===== src/rtl/qdr_req_arb.sv =====
// qdr_req_arb: shares one QDRII+ MIG user-interface port between two requesters.
// The write and read channels each have their own round-robin arbiter. Every
// issued read pushes the requester ID into a tag FIFO, so that returning read
// data goes back to the requester that issued the read.
// Optional build macro QDR_ARB_STATS_EN adds per-requester grant counters.
module qdr_req_arb #(
    parameter int ADDR_WIDTH = 18,
    parameter int DATA_WIDTH = 144,
    parameter int BW_WIDTH   = 16,
    parameter int TAG_DEPTH  = 16
) (
    input  logic                        sys_clk,
    input  logic                        sys_rst,
    input  logic                        init_calib_complete,
    input  logic [1:0]                  req_wr_valid,
    output logic [1:0]                  req_wr_ready,
    input  logic [2*ADDR_WIDTH-1:0]     req_wr_addr,
    input  logic [2*DATA_WIDTH-1:0]     req_wr_data,
    input  logic [2*BW_WIDTH-1:0]       req_wr_bw_n,
    input  logic [1:0]                  req_rd_valid,
    output logic [1:0]                  req_rd_ready,
    input  logic [2*ADDR_WIDTH-1:0]     req_rd_addr,
    output logic [1:0]                  req_rd_dvld,
    output logic [DATA_WIDTH-1:0]       req_rd_data,
    output logic                        app_wr_cmd0,
    output logic [ADDR_WIDTH-1:0]       app_wr_addr0,
    output logic [DATA_WIDTH-1:0]       app_wr_data0,
    output logic [BW_WIDTH-1:0]         app_wr_bw_n0,
    output logic                        app_rd_cmd0,
    output logic [ADDR_WIDTH-1:0]       app_rd_addr0,
    input  logic                        app_rd_valid0,
    input  logic [DATA_WIDTH-1:0]       app_rd_data0,
    output logic [$clog2(TAG_DEPTH):0]  rd_outstanding,
    output logic                        rd_tag_err
`ifdef QDR_ARB_STATS_EN
    ,
    input  logic                        stat_clr,
    output logic [63:0]                 stat_wr_cnt,
    output logic [63:0]                 stat_rd_cnt
`endif
);

    localparam int PTR_W = $clog2(TAG_DEPTH);
    localparam int CNT_W = PTR_W + 1;

    // Per-requester views of the packed request buses
    logic [ADDR_WIDTH-1:0] wr_addr_arr [2];
    logic [DATA_WIDTH-1:0] wr_data_arr [2];
    logic [BW_WIDTH-1:0]   wr_bw_arr   [2];
    logic [ADDR_WIDTH-1:0] rd_addr_arr [2];

    for (genvar gi = 0; gi < 2; gi++) begin : g_unpack
        assign wr_addr_arr[gi] = req_wr_addr[gi*ADDR_WIDTH +: ADDR_WIDTH];
        assign wr_data_arr[gi] = req_wr_data[gi*DATA_WIDTH +: DATA_WIDTH];
        assign wr_bw_arr[gi]   = req_wr_bw_n[gi*BW_WIDTH +: BW_WIDTH];
        assign rd_addr_arr[gi] = req_rd_addr[gi*ADDR_WIDTH +: ADDR_WIDTH];
    end

    logic                wr_ptr_reg;
    logic                rd_ptr_reg;
    logic [1:0]          wr_grant;
    logic [1:0]          rd_grant;
    logic [TAG_DEPTH-1:0] tag_mem;
    logic [PTR_W-1:0]    tag_wr_ptr_reg;
    logic [PTR_W-1:0]    tag_rd_ptr_reg;
    logic [CNT_W-1:0]    tag_cnt_reg;
    logic                tag_full;
    logic                tag_empty;
    logic                tag_push;
    logic                tag_pop;
    logic                head_tag;

    // Two-way round robin: a lone requester always wins, a tie goes to ptr
    function automatic logic [1:0] rr_pick(input logic [1:0] valid, input logic ptr);
        logic [1:0] g;
        g = 2'b00;
        case (valid)
            2'b01:   g = 2'b01;
            2'b10:   g = 2'b10;
            2'b11:   g = ptr ? 2'b10 : 2'b01;
            default: g = 2'b00;
        endcase
        return g;
    endfunction

    // Full uses the registered count only, so a same-cycle pop never frees a slot early
    assign tag_full  = (tag_cnt_reg == CNT_W'(TAG_DEPTH));
    assign tag_empty = (tag_cnt_reg == '0);
    assign head_tag  = tag_mem[tag_rd_ptr_reg];
    assign tag_push  = |rd_grant;
    assign tag_pop   = app_rd_valid0 && !tag_empty;

    // Grant selection; everything is held off until calibration completes
    always_comb begin
        wr_grant = 2'b00;
        rd_grant = 2'b00;
        if (init_calib_complete) begin
            wr_grant = rr_pick(req_wr_valid, wr_ptr_reg);
            if (!tag_full) begin
                rd_grant = rr_pick(req_rd_valid, rd_ptr_reg);
            end
        end
    end

    assign req_wr_ready   = wr_grant;
    assign req_rd_ready   = rd_grant;
    assign rd_outstanding = tag_cnt_reg;

    // Round-robin pointers move to the other requester after each grant
    always_ff @(posedge sys_clk or posedge sys_rst) begin
        if (sys_rst) begin
            wr_ptr_reg <= 1'b0;
            rd_ptr_reg <= 1'b0;
        end else begin
            if (|wr_grant) wr_ptr_reg <= ~wr_grant[1];
            if (|rd_grant) rd_ptr_reg <= ~rd_grant[1];
        end
    end

    // Registered MIG commands; address/data/bw hold their last issued value
    always_ff @(posedge sys_clk or posedge sys_rst) begin
        if (sys_rst) begin
            app_wr_cmd0  <= 1'b0;
            app_wr_addr0 <= '0;
            app_wr_data0 <= '0;
            app_wr_bw_n0 <= '0;
            app_rd_cmd0  <= 1'b0;
            app_rd_addr0 <= '0;
        end else begin
            app_wr_cmd0 <= |wr_grant;
            app_rd_cmd0 <= |rd_grant;
            if (|wr_grant) begin
                app_wr_addr0 <= wr_addr_arr[wr_grant[1]];
                app_wr_data0 <= wr_data_arr[wr_grant[1]];
                app_wr_bw_n0 <= wr_bw_arr[wr_grant[1]];
            end
            if (|rd_grant) begin
                app_rd_addr0 <= rd_addr_arr[rd_grant[1]];
            end
        end
    end

    // Tag storage: one requester-ID bit per outstanding read, no reset needed
    always_ff @(posedge sys_clk) begin
        if (tag_push) begin
            tag_mem[tag_wr_ptr_reg] <= rd_grant[1];
        end
    end

    // Tag FIFO pointers and occupancy; an underflowing return leaves them untouched
    always_ff @(posedge sys_clk or posedge sys_rst) begin
        if (sys_rst) begin
            tag_wr_ptr_reg <= '0;
            tag_rd_ptr_reg <= '0;
            tag_cnt_reg    <= '0;
        end else begin
            if (tag_push) tag_wr_ptr_reg <= tag_wr_ptr_reg + PTR_W'(1);
            if (tag_pop)  tag_rd_ptr_reg <= tag_rd_ptr_reg + PTR_W'(1);
            case ({tag_push, tag_pop})
                2'b10:   tag_cnt_reg <= tag_cnt_reg + CNT_W'(1);
                2'b01:   tag_cnt_reg <= tag_cnt_reg - CNT_W'(1);
                default: tag_cnt_reg <= tag_cnt_reg;
            endcase
        end
    end

    // Read return: route data valid to the head tag, flag returns with no tag
    always_ff @(posedge sys_clk or posedge sys_rst) begin
        if (sys_rst) begin
            req_rd_dvld <= 2'b00;
            req_rd_data <= '0;
            rd_tag_err  <= 1'b0;
        end else begin
            req_rd_dvld <= tag_pop ? (head_tag ? 2'b10 : 2'b01) : 2'b00;
            if (app_rd_valid0) req_rd_data <= app_rd_data0;
            if (app_rd_valid0 && tag_empty) rd_tag_err <= 1'b1;
        end
    end

`ifdef QDR_ARB_STATS_EN
    for (genvar gi = 0; gi < 2; gi++) begin : g_stats
        logic [31:0] wr_cnt_reg;
        logic [31:0] rd_cnt_reg;

        // Saturating grant counters; a clear wins over a same-cycle grant
        always_ff @(posedge sys_clk or posedge sys_rst) begin
            if (sys_rst) begin
                wr_cnt_reg <= '0;
                rd_cnt_reg <= '0;
            end else if (stat_clr) begin
                wr_cnt_reg <= '0;
                rd_cnt_reg <= '0;
            end else begin
                if (wr_grant[gi] && (wr_cnt_reg != 32'hFFFF_FFFF)) wr_cnt_reg <= wr_cnt_reg + 32'd1;
                if (rd_grant[gi] && (rd_cnt_reg != 32'hFFFF_FFFF)) rd_cnt_reg <= rd_cnt_reg + 32'd1;
            end
        end

        assign stat_wr_cnt[gi*32 +: 32] = wr_cnt_reg;
        assign stat_rd_cnt[gi*32 +: 32] = rd_cnt_reg;
    end
`endif

endmodule


===== config.mk =====
export PLATFORM = sky130hd
export DESIGN_NAME = qdr_req_arb
export DESIGN_NICKNAME = d
export VERILOG_FILES = /design/src/rtl/qdr_req_arb.sv
export SDC_FILE = /design/constraint.sdc
export NUM_CORES = 1
export LEC_CHECK = 0
export ABC_AREA = 1
export CORE_AREA = 4 4 349 351
export CTS_CLUSTER_SIZE = 16
export DETAILED_ROUTE_END_ITERATION = 6
export DIE_AREA = 0 0 353 355
export PLACE_DENSITY = 0.39
export SLEW_MARGIN = 15
export SYNTH_ARGS = -nofsm -noshare
export SYNTH_HDL_FRONTEND = slang
export SYNTH_SLANG_ARGS = --single-unit

===== constraint.sdc =====
create_clock -name sys_clk -period 18.4 [get_ports sys_clk]
set_clock_uncertainty 0.05 [all_clocks]
set_input_delay 3.68 -clock sys_clk [delete_from_list [all_inputs] [get_ports sys_clk]]
set_output_delay 3.68 -clock sys_clk [all_outputs]
set_load 0.02 [all_outputs]

Word level (Yosys, flattened, before mapping)
Index checks and enable logic that the tools add are counted.
W data, S select, Z words.
Word-level totals
  bits in registers: 376
  output and inout port bits: 354
Cells by class
  $add $sub $neg: 4
  $lt $le $gt $ge: 5
  equality and inequality tests: 9
  mux-type cells: 27
  bitwise gates (word level): 4
  reductions and logical operators: 8
Operators by type and width (count)
  $mux W144: 3
  $mux W18: 6
  $mux W16: 3
  $bwmux W16: 1
  $mux W2: 7
  $pmux W2 S3: 2
  $eq A2 B2 Y1 const B: 5
  $lt A4 B5 Y1 const B: 2
  $pmux W5 S2: 1
  $add A4 B1 Y4 const B: 2
  $eq A2 B1 Y1 const B: 3
  $add A5 B1 Y5 const B: 1
  $eq A5 B5 Y1 const B: 1
  $logic_not A5 Y1: 1
  $sub A5 B1 Y5 const B: 1
  $bmux W1 S4: 1
  $demux W1 S4: 1
  $ge A2 B2 Y1 const B: 2
  $ge A4 B1 Y1 const B: 1
  $not A1 Y2: 2
  $reduce_or A2 Y1: 2
  $logic_and A1 B1 Y1: 3
  $mux W1: 2
  $not A1 Y1: 2
  other kinds (2): 2

Depth between registers and ports, before layout
Gate-level depths: netlist (run 1).
  depth after elaboration: 8
  gate-level depth with buffers: 20
  mapped depth without buffers: 19

Least setup slack after synthesis (run 1)
No wires, ideal clock.
  path type: input-to-output
  start: input req_rd_valid[1]
  end: output req_rd_ready[1]
  data arrival time: 4.628 ns
  path slack: 10.042 ns
  stages on the path: 5
  path buffers: 2
  path through: a21boi_1 > buf_2 > nand3_1 > buf_2 > inv_1
On the way
  longest elaborated chain between the ends: 4
  elaborated cells on any way between the ends: 6
  classes of those cells: eq/ne (3); mux (3)
RTL lines
  from (decl): RTL line 20  | input logic [1:0] req_rd_valid,
  $eq A2 B2 Y1 / $eq A2 B1 Y1 (equally long branches): RTL line 77  | case (valid)
  $pmux W2 S3 *: RTL line 77
  $mux W2 *: RTL line 99  | if (!tag_full) begin
  $mux W2 *: RTL line 97  | if (init_calib_complete) begin
  to (decl): RTL line 21  | output logic [1:0] req_rd_ready,
Mark *: on every way between the ends. The rest lies on a longest branch, timed or not.

Worst setup path in the final report (run 1)
Same ends and word-level chain as after synthesis.

==> results.ini, run 1 <==
[die]
initial_core_utilization_pct=13.6
die_x_um=353
floorplan.io_pins=898
die-height_um=355
placement_rows=127
placeableCoreArea_um2=119000
fp.dieArea_um2=125000

[clock_tree]
clock_tree_from_tritoncts=yes
insertion_delay_ps=610
holdBufCountCts=0
cts_root_buffer=sky130_fd_sc_hd__clkbuf_16
cts_post_setup_buffers_inserted=0
tritoncts_num_sinks=376
tritoncts.num_buffers=51
clockBufferDepth=3
clock_slew_seen_by_the_registers_of_the_worst_setup_and_hold_paths_ps=50
post_cts_sizing=0
h_tree_lvls=2

[sta]
min_period_ps=10310
postLayoutSetupSlackWorst_ps=8090
maxClockFrequency_mhz=97.0
min_period_over_period_pct=56.0
max-slew-margin-rel_pct=23.4
setup_total_negative_slack_ps=0
slew_viol_final=0
setup_viol=0
max_slew.worst_pin.slew_ps=1150
unrepaired_setup_endpoints_after_global_routing=false
finalHoldViolations=0

[run]
cap_viol_max_count=0

[route]
post_drt_via_cell_ratio=3.69
wirelength_mm=85.1
routed_wire_length_per_instance_um=20.8
detailed_route_drc_error_count=0
route.antenna.remaining_nets=0
drt_iter0_markers=699
first_pass_iters=5
routed-via-count=15100

[global_routing]
grt_pass1_wl_mm=119
antenna_found_initial=21
grt_remaining_overflow=0
grt.met3_usage_pct=5.55
grt_max_degree=227
grt_pass1_vias=15600
grt.met2_usage_pct=22.7
grtUsageTotal_pct=13.1
grt_busiest_layer=met2
gr-usage-met1_pct=14.9

[layout]
post_layout_nets=3061
area_growth_syn_to_fin_pct=75.6
fill_cells=12900
share_of_final_layout_standard_cells_stronger_than_drive_strength_1_pct=9.36
largestRegisters=app_wr_data0 x144, req_rd_data x144
multi_input_comb_area_um2=5880
final_design_area_no_fill_um2=28300
layout.area.seq_um2=9490

[min_path]
hold-path-cell-count=2
hold_start=app_rd_addr0[5]
holdPathEnd=app_rd_addr0[5]
hold_path_class=reg -> reg

[critical_path]
critPathRequiredTime_ps=14670
r2r-start=rd_outstanding[0]
ff_to_ff_path_depth=19
worst-setup-path-type=in -> out
reg2reg_setup_slack_ps=13730
worst_setup_path_start_kind=primary input
end_kind=output pin
cp_max_fo=20
regToRegEndpoint=rd_outstanding[4]
critPathArrivalTime_ps=6580

[synthesis]
netlist.area_leader.share_pct=55.8
number_of_synthesized_flops_with_an_enable_pin=16
synth_cells=1649
postSynthRegisterBits=376
netlist.top_cell.by_area=sky130_fd_sc_hd__dfrtp_1
share_of_synthesized_area_occupied_by_flip_flops_and_latches_pct=58.8
postSynthAreaPerCell_um2=9.78
post_synthesis_async_set_or_reset_flop_share_pct=95.7
synth_fp_nets=2201
post_synth_instance_area_um2=16100
ys_warn_count=0
synthDistinctLibCells=25
postSynth.topFlopCell=sky130_fd_sc_hd__dfrtp_1
synth.area.top_cells=sky130_fd_sc_hd__dfrtp_1 56%, sky130_fd_sc_hd__nand2_1 11%, sky130_fd_sc_hd__mux2_2 10%, sky130_fd_sc_hd__a31oi_1 6.9%, sky130_fd_sc_hd__nor2_1 4.7%

[pwr]
combinationalPowerShare_pct=32.8
power.density_cell_area_nw_per_um2=108
static-leakage-power_nw=11.5
peakVddDrop_mv=0.0654
seq_power_share_pct=35.6
switching_power_mw=1.04
p_int_mw=2.03
power.share.clock_pct=31.6
power_switching_share_pct=34.0

[placed_design]
port_buffers=897
detailed_place.area_um2=26700
weighted_congestion_reported_at_the_end_of_routability_driven_placement=0.802
dp_hpwl_mm=66.0
pre_cts_ws_ps=8030

[run_status]
run_status=complete, no violations

per-stage QoR:
step	hold slack [ps]	instances	power (mW)	util, %
after global placement	401	4004	2.14	22.5
after global routing	454	4092	3.26	23.8
after floorplan	453	1649	1.55	-
after detailed placement	415	4004	2.14	22.5
after CTS	428	4090	3.15	23.8
final	424	4097	3.07	23.8
cells in the final DEF (no fill, tap or decap), drive strengths merged:
| master | instances |
|---|---|
| xor2 | 5 |
| clkdlybuf4s50 | 896 |
| nand4 | 19 |
| edfxtp | 16 |
| a21oi | 2 |
| a21o | 1 |
| ha | 8 |
| buf | 17 |
| inv | 75 |
| nor2 | 202 |
| bufinv | 3 |
| a31oi | 178 |
| diode | 7 |
| nand3b | 1 |
| xnor2 | 2 |
| dfrtp | 360 |
| clkinv | 11 |
| nand3 | 41 |
| o21ai | 9 |
| a21boi | 1 |
| clkinvlp | 3 |
| mux2 | 144 |
| clkbuf | 69 |
| nand2 | 479 |
area by class of cell:
| cell class | count | share of cell area, % |
|---|---|---|
| flip-flops and latches | 376 | 33.5 |
| clock inverters | 17 | 0.649 |
| repair buffers | 913 | 32.2 |
| inverters | 75 | 1.04 |
| well taps | 1548 | 6.84 |
| clock buffers | 69 | 4.96 |
| diodes | 7 | 0.0618 |
| multi-input cells | 1092 | 20.8 |
synth_stat cells, types with 9 or more instances:
cell / count
sky130_fd_sc_hd__nand2_1: 478
sky130_fd_sc_hd__dfrtp_1: 360
sky130_fd_sc_hd__nor2_1: 202
sky130_fd_sc_hd__a31oi_1: 178
sky130_fd_sc_hd__mux2_2: 144
sky130_fd_sc_hd__inv_1: 71
sky130_fd_sc_hd__buf_2: 70
sky130_fd_sc_hd__nand3_1: 40
sky130_fd_sc_hd__clkbuf_1: 33
sky130_fd_sc_hd__nand4_1: 19
sky130_fd_sc_hd__edfxtp_1: 16
sky130_fd_sc_hd__o21ai_0: 9
worst max-delay path by stage:
stage	startpoint	endpoint	slack, ps
after floorplan	sys_rst	app_rd_addr0[0]	4680
after global placement	req_rd_valid[1]	req_rd_ready[1]	8090
after detailed placement	req_rd_valid[1]	req_rd_ready[1]	8030
after CTS	req_rd_valid[1]	req_rd_ready[1]	8020
after global routing	req_rd_valid[1]	req_rd_ready[1]	7840
final	req_rd_valid[1]	req_rd_ready[1]	8090
power groups by stage:
| stage | Clock (mW) | Sequential [mW] | Combinational, mW |
|---|---|---|---|
| final | 0.971 | 1.09 | 1.01 |
| after floorplan | 0 | 1.26 | 0.295 |
| after detailed placement | 0 | 1.11 | 1.03 |
| after CTS | 1.02 | 1.10 | 1.03 |
| after global routing | 1.05 | 1.12 | 1.09 |
| after global placement | 0 | 1.11 | 1.03 |
cells by family after synthesis:
kind of cell / count (synthesis) / synth area share (%)
xor gates and xnor gates: 7 / 0.380
muxes: 144 / 10.1
adders and majority gates: 8 / 0.620
buffers and inverters: 181 / 4.85
and+or+nand+nor: 742 / 17.9
DFF: 376 / 58.8
AOI/OAI and AO/OA: 191 / 7.34
layer usage:
layer,routed length [um],up-vias
met1,33300,7197
li1,-,7212
met4,1520,10
met2,42200,602
met3,8050,89
met5,57,-
worst max-delay path: stages:
cell and delay [ps]:
sky130_fd_sc_hd__clkdlybuf4s50_1 450, sky130_fd_sc_hd__a21boi_1 140, sky130_fd_sc_hd__buf_4 250, sky130_fd_sc_hd__nand3_1 610, sky130_fd_sc_hd__inv_1 710, sky130_fd_sc_hd__clkdlybuf4s50_1 720
Power figures use the tool's default switching activity.
==> inputs of run 2 (changes only) <==
--- a/config.mk
+++ b/config.mk
@@ -6,11 +6,11 @@
 export NUM_CORES = 1
 export LEC_CHECK = 0
 export ABC_AREA = 1
-export CORE_AREA = 4 4 349 351
+export CORE_AREA = 4 4 352 354
 export CTS_CLUSTER_SIZE = 16
 export DETAILED_ROUTE_END_ITERATION = 6
-export DIE_AREA = 0 0 353 355
-export PLACE_DENSITY = 0.39
+export DIE_AREA = 0 0 356 358
+export PLACE_DENSITY = 0.38
 export SLEW_MARGIN = 15
 export SYNTH_ARGS = -nofsm -noshare
 export SYNTH_HDL_FRONTEND = slang
==> constraint.sdc (replaced) <==
create_clock -name sys_clk -period 9.9 [get_ports sys_clk]
set_clock_uncertainty 0.05 [all_clocks]
set_input_delay 1.98 -clock sys_clk [delete_from_list [all_inputs] [get_ports sys_clk]]
set_output_delay 1.98 -clock sys_clk [all_outputs]
set_load 0.02 [all_outputs]
==> results.ini, run 2 (synthesized netlist as in run 1, its figures left out) <==
[route]
routed-via-count=15100  ; -0.32%
detailed_route_drc_error_count=0  ; unchanged
route.antenna.remaining_nets=0  ; unchanged
drt_iter0_markers=661  ; -5.4%
wirelength_mm=87.2  ; +2.4%
post_drt_via_cell_ratio=3.60  ; -2.5%
routed_wire_length_per_instance_um=20.8  ; +0.20%
first_pass_iters=4  ; -1

[sta]
min_period_over_period_pct=68.2
maxClockFrequency_mhz=148
min_period_ps=6750
max_slew.worst_pin.slew_ps=1060  ; -86.5 ps
unrepaired_setup_endpoints_after_global_routing=false
slew_viol_final=0  ; unchanged
setup_viol=0  ; unchanged
max-slew-margin-rel_pct=29.2  ; +5.8 points
setup_total_negative_slack_ps=0  ; unchanged
finalHoldViolations=0  ; unchanged
worst_hold_slack_ps=410  ; -13.9 ps

[critical_path]
critPathRequiredTime_ps=7870  ; -6800 ps
critPathArrivalTime_ps=4720  ; -1860 ps
worst_setup_path_start_kind=primary input
crit_path_frequent_cell=sky130_fd_sc_hd__clkdlybuf4s50_1
end_kind=output pin
worst-setup-path-type=in -> out
critical_path.cell_chain=clkdlybuf4s50_1 > a21boi_1 > buf_4 > nand3_1 > inv_1 > clkdlybuf4s50_1
slowest_library_cell_on_the_worst_path=sky130_fd_sc_hd__clkdlybuf4s50_1
critical_path.max_stage_delay_ps=720  ; about the same
cp_max_fo=20  ; unchanged

[die]
fp.dieArea_um2=127000  ; +1.7%
initial_core_utilization_pct=13.3  ; -0.23 points
placeableCoreArea_um2=121000  ; +1.7%
die-height_um=358  ; +0.85%
placement_rows=128  ; +0.79%
floorplan.io_pins=898  ; unchanged
die_x_um=356  ; +0.85%

[global_routing]
antenna_found_initial=26  ; +24%
grt_pass1_vias=15400  ; -1.3%
grt_max_degree=209  ; -7.9%
grtUsageTotal_pct=13.0  ; -0.095 points
grt_pass1_wl_mm=119  ; -0.31%
grt_remaining_overflow=0  ; unchanged

[run_status]
run_status=complete, no violations

[clock_tree]
post_cts_sizing=0  ; unchanged
tritoncts.num_buffers=51  ; unchanged
holdBufCountCts=0  ; unchanged
insertion_delay_ps=610  ; about the same
clock_tree_from_tritoncts=yes
cts_root_buffer=sky130_fd_sc_hd__clkbuf_16
tritoncts_num_sinks=376  ; unchanged
clock_slew_seen_by_the_registers_of_the_worst_setup_and_hold_paths_ps=50  ; about the same
h_tree_lvls=2  ; unchanged
cts_post_setup_buffers_inserted=0  ; unchanged
clockBufferDepth=3  ; unchanged

[pwr]
power_switching_share_pct=34.0  ; about the same
combinationalPowerShare_pct=31.9  ; -0.9 points
power.density_cell_area_nw_per_um2=206  ; +89%
peakVddDrop_mv=0.122  ; +87%
switching_power_mw=2.00  ; +91%
static-leakage-power_nw=11.6  ; +0.79%
p_int_mw=3.88  ; +91%
power.share.clock_pct=33.3  ; +1.7 points
seq_power_share_pct=34.7  ; -0.9 points

[placed_design]
dp_hpwl_mm=67.6  ; +2.4%
port_buffers=897  ; unchanged
weighted_congestion_reported_at_the_end_of_routability_driven_placement=0.779  ; -2.9%

[layout]
layout_commonest_cell=sky130_fd_sc_hd__clkdlybuf4s50_1
largestRegisters=app_wr_data0 x144, req_rd_data x144
share_of_final_layout_standard_cells_stronger_than_drive_strength_1_pct=9.85  ; +0.48 points
highest_count_cells_in_the_layout_ignoring_fill_and_taps=896 x sky130_fd_sc_hd__clkdlybuf4s50_1, 478 x sky130_fd_sc_hd__nand2_1, 360 x sky130_fd_sc_hd__dfrtp_1, 202 x sky130_fd_sc_hd__nor2_1, 178 x sky130_fd_sc_hd__a31oi_1
area_growth_syn_to_fin_pct=77.4
post_layout_nets=3061  ; unchanged

[run]
cap_viol_max_count=0  ; unchanged

[min_path]
hold_path_class=reg -> reg

==> run 2: cell count changes in the layout (fill, tap and decap cells not counted), sizes merged <==
| cell | previous run | this run |
|---|---|---|
| bufinv | 3 | 6 |
| clkbuf | 69 | 67 |
| clkinv | 11 | 16 |
| diode | 7 | 13 |
| inv | 75 | 76 |
==> run 2: final cells by class <==
cell class	instances	area [um^2]
repair buffers	913	9140
fillers	13200	92500
clock inverters	26	312
diodes	13	32.5
multi-input cells	1092	5880
inverters	75	290
well taps	1625	2030
flip-flops and latches	376	9490
clock buffers	67	1440
==> run 2: final timing paths <==
check                                       start                end  slack [ps]  cells past startpoint
worst min-delay path                   rd_tag_err         rd_tag_err         410                      1
max in group asynchronous                 sys_rst   app_wr_data0[99]        6390                      4
worst max register to register  rd_outstanding[3]  rd_outstanding[4]        4930                     18
worst min register to register         rd_tag_err         rd_tag_err         410                      1
min in group asynchronous                 sys_rst     req_rd_data[6]        1610                      2
worst max-delay path              req_rd_valid[1]    req_rd_ready[1]        3150                      6
==> run 2: routing by layer <==
layer	part of all wire [%]	vias up	track usage (%)
met4	2.4	12	3.76
met2	49	585	21.9
met3	10	115	5.71
li1	-	7221	-
met1	39	7128	14.8
met5	0.099	-	0
==> run 2: critical path: cells and delay by family <==
family,cells,cell delay [ps]
simple gates,1,540
compound gates,1,140
buf+inv,4,2050
==> run 2: power by group through the flow <==
stage | Clock, mW | Sequential [mW] | Combinational, mW
detailed placement | 0 | 2.07 | 1.92
floorplan | 0 | 2.34 | 0.548
global placement | 0 | 2.07 | 1.93
finish | 1.96 | 2.04 | 1.88
global route | 2.11 | 2.09 | 2.04
CTS | 2.07 | 2.05 | 1.93
==> run 2: per-stage QoR <==
stage                     total power [mW]  cell area, um^2  instances  setup WS, ps  utilization, %
after floorplan                       2.89            16100       1649          3040               -
after global placement                4.00            26800       4081          3120            22.2
after CTS                             6.04            28600       4174          3100            23.6
final                                 5.88            28600       4187          3150            23.6
after detailed placement              3.99            26800       4081          3110            22.2
after global routing                  6.24            28600       4182          2940            23.6
==> inputs of run 3 (changes only) <==
==> constraint.sdc (replaced) <==
create_clock -name sys_clk -period 6.95 [get_ports sys_clk]
set_clock_uncertainty 0.05 [all_clocks]
set_input_delay 1.39 -clock sys_clk [delete_from_list [all_inputs] [get_ports sys_clk]]
set_output_delay 1.39 -clock sys_clk [all_outputs]
set_load 0.02 [all_outputs]
==> results.ini, run 3 (synthesized netlist as in run 1, its figures left out) <==
[placed_design]
detailed_place.area_um2=26900  ; +0.36%
port_buffers=897  ; unchanged
dp_hpwl_mm=68.3  ; +1.1%
weighted_congestion_reported_at_the_end_of_routability_driven_placement=0.777  ; -0.26%

[layout]
layout.area.seq_um2=9490  ; unchanged
fill_cells=13200  ; -0.55%
share_of_final_layout_standard_cells_stronger_than_drive_strength_1_pct=10.1  ; +0.20 points
final_design_area_no_fill_um2=28700  ; +0.33%
multi_input_comb_area_um2=5880  ; unchanged
highest_count_cells_in_the_layout_ignoring_fill_and_taps=896 x sky130_fd_sc_hd__clkdlybuf4s50_1, 478 x sky130_fd_sc_hd__nand2_1, 360 x sky130_fd_sc_hd__dfrtp_1, 202 x sky130_fd_sc_hd__nor2_1, 178 x sky130_fd_sc_hd__a31oi_1
largestRegisters=app_wr_data0 x144, req_rd_data x144
layout_commonest_cell=sky130_fd_sc_hd__clkdlybuf4s50_1
area_growth_syn_to_fin_pct=78.0
post_layout_nets=3069  ; +0.26%

[sta]
finalHoldViolations=0  ; unchanged
min_period_over_period_pct=80.5
max_slew.worst_pin.slew_ps=955  ; -108 ps
setup_total_negative_slack_ps=0  ; unchanged
slew_viol_final=0  ; unchanged
maxClockFrequency_mhz=179
unrepaired_setup_endpoints_after_global_routing=false
min_period_ps=5590
setup_viol=0  ; unchanged
max-slew-margin-rel_pct=36.2  ; +7.0 points

[pwr]
power.density_cell_area_nw_per_um2=293  ; +42%
switching_power_mw=2.86  ; +43%
power.share.clock_pct=33.3  ; about the same
power_switching_share_pct=34.0  ; +0.037 points
p_int_mw=5.55  ; +43%
seq_power_share_pct=34.5  ; -0.2 points
static-leakage-power_nw=11.7  ; +0.46%
combinationalPowerShare_pct=32.2  ; +0.3 points
peakVddDrop_mv=0.150  ; +23%

[clock_tree]
holdBufCountCts=0  ; unchanged
tritoncts.num_buffers=51  ; unchanged
clockBufferDepth=3  ; unchanged
cts_root_buffer=sky130_fd_sc_hd__clkbuf_16
h_tree_lvls=2  ; unchanged
insertion_delay_ps=610  ; about the same
tritoncts_num_sinks=376  ; unchanged
clock_tree_from_tritoncts=yes
post_cts_sizing=0  ; unchanged
cts_post_setup_buffers_inserted=0  ; unchanged
clock_slew_seen_by_the_registers_of_the_worst_setup_and_hold_paths_ps=60  ; about the same

[die]
fp.dieArea_um2=127000  ; unchanged
die_x_um=356  ; unchanged
floorplan.io_pins=898  ; unchanged
initial_core_utilization_pct=13.3  ; unchanged
placeableCoreArea_um2=121000  ; unchanged
placement_rows=128  ; unchanged
die-height_um=358  ; unchanged

[route]
wirelength_mm=87.7  ; +0.59%
drt_iter0_markers=698  ; +5.6%
route.antenna.remaining_nets=0  ; unchanged
first_pass_iters=5  ; +1
detailed_route_drc_error_count=0  ; unchanged
routed_wire_length_per_instance_um=20.9  ; +0.42%
routed-via-count=15200  ; +0.74%
post_drt_via_cell_ratio=3.62  ; +0.58%

[run_status]
run_status=complete, no violations

[critical_path]
critical_path.max_stage_delay_ps=710  ; about the same
ff_to_ff_path_depth=19  ; +1
reg2reg_setup_slack_ps=2570  ; -2360 ps
critPathRequiredTime_ps=5510  ; -2360 ps
cp_max_fo=20  ; unchanged
worst-setup-path-type=in -> out
r2r-start=rd_outstanding[0]
critical_path.cell_chain=clkdlybuf4s50_1 > a21boi_1 > buf_4 > nand3_1 > inv_1 > clkdlybuf4s50_1
regToRegEndpoint=rd_outstanding[4]
cpLargestDelayFamily=buffers and inverters
critical_path_buf_inv_count=4  ; unchanged
critPathArrivalTime_ps=4150  ; -570 ps
slowest_library_cell_on_the_worst_path=sky130_fd_sc_hd__clkdlybuf4s50_1
worst_setup_path_start_kind=primary input
crit_path_frequent_cell=sky130_fd_sc_hd__clkdlybuf4s50_1
end_kind=output pin

[global_routing]
grt_pass1_vias=15500  ; +0.45%
grt_pass1_wl_mm=119  ; +0.32%
grtUsageTotal_pct=13.0  ; +0.061 points
grt_remaining_overflow=0  ; unchanged
antenna_found_initial=24  ; -7.7%
grt_max_degree=137  ; -34%

[min_path]
hold_path_class=reg -> reg
hold_start=rd_tag_err
holdPathEnd=rd_tag_err
hold-path-cell-count=1  ; unchanged

[run]
cap_viol_max_count=0  ; unchanged

[run 3: cell type report]
| type | count | area share, % |
|---|---|---|
| timing repair buffer | 921 | 32.2 |
| clock inverter | 18 | 0.837 |
| multi-input combinational | 1092 | 20.5 |
| antenna | 12 | 0.105 |
| tap | 1625 | 7.08 |
| inverter | 75 | 1.01 |
| clock buffer | 75 | 5.25 |
| sequential | 376 | 33.1 |
[run 3: power groups by stage]
stage | logic (mW) | registers (mW) | clock network (mW)
2_1_floorplan | 0.780 | 3.33 | 0
3_3_place_gp | 2.78 | 2.93 | 0
3_5_place_dp | 2.76 | 2.94 | 0
4_1_cts | 2.77 | 2.91 | 2.93
5_1_grt | 2.93 | 2.96 | 3.01
6_report | 2.70 | 2.90 | 2.80
[run 3: worst max-delay path by stage]
stage,from,slack [ps],to,depth (start not counted)
3_3_place_gp,req_rd_valid[1],1330,req_rd_ready[1],6
2_1_floorplan,sys_rst,680,app_rd_addr0[0],1
4_1_cts,req_rd_valid[1],1320,req_rd_ready[1],6
3_5_place_dp,req_rd_valid[1],1340,req_rd_ready[1],6
6_report,req_rd_valid[1],1360,req_rd_ready[1],6
5_1_grt,req_rd_valid[1],1130,req_rd_ready[1],6
[run 3: metal layers]
layer	wire length (um)	part of all wire (%)	GRT usage, %	vias to the layer above
met5	69	0.079	0	-
met3	8940	10	5.82	96
met1	33800	39	14.7	7271
met4	1710	2.0	3.39	10
met2	43100	49	22.4	575
li1	-	-	-	7221
[run 3: stage by stage]
step                      cells  total power, mW  setup WS [ps]  util (%)  hold slack [ps]
after detailed placement   4089             5.69           1340      22.2              409
after global routing       4189             8.89           1130      23.7              447
after CTS                  4182             8.60           1320      23.7              420
after global placement     4089             5.71           1330      22.2              411
final                      4194             8.40           1360      23.7              415
after floorplan            1649             4.11            684         -              453
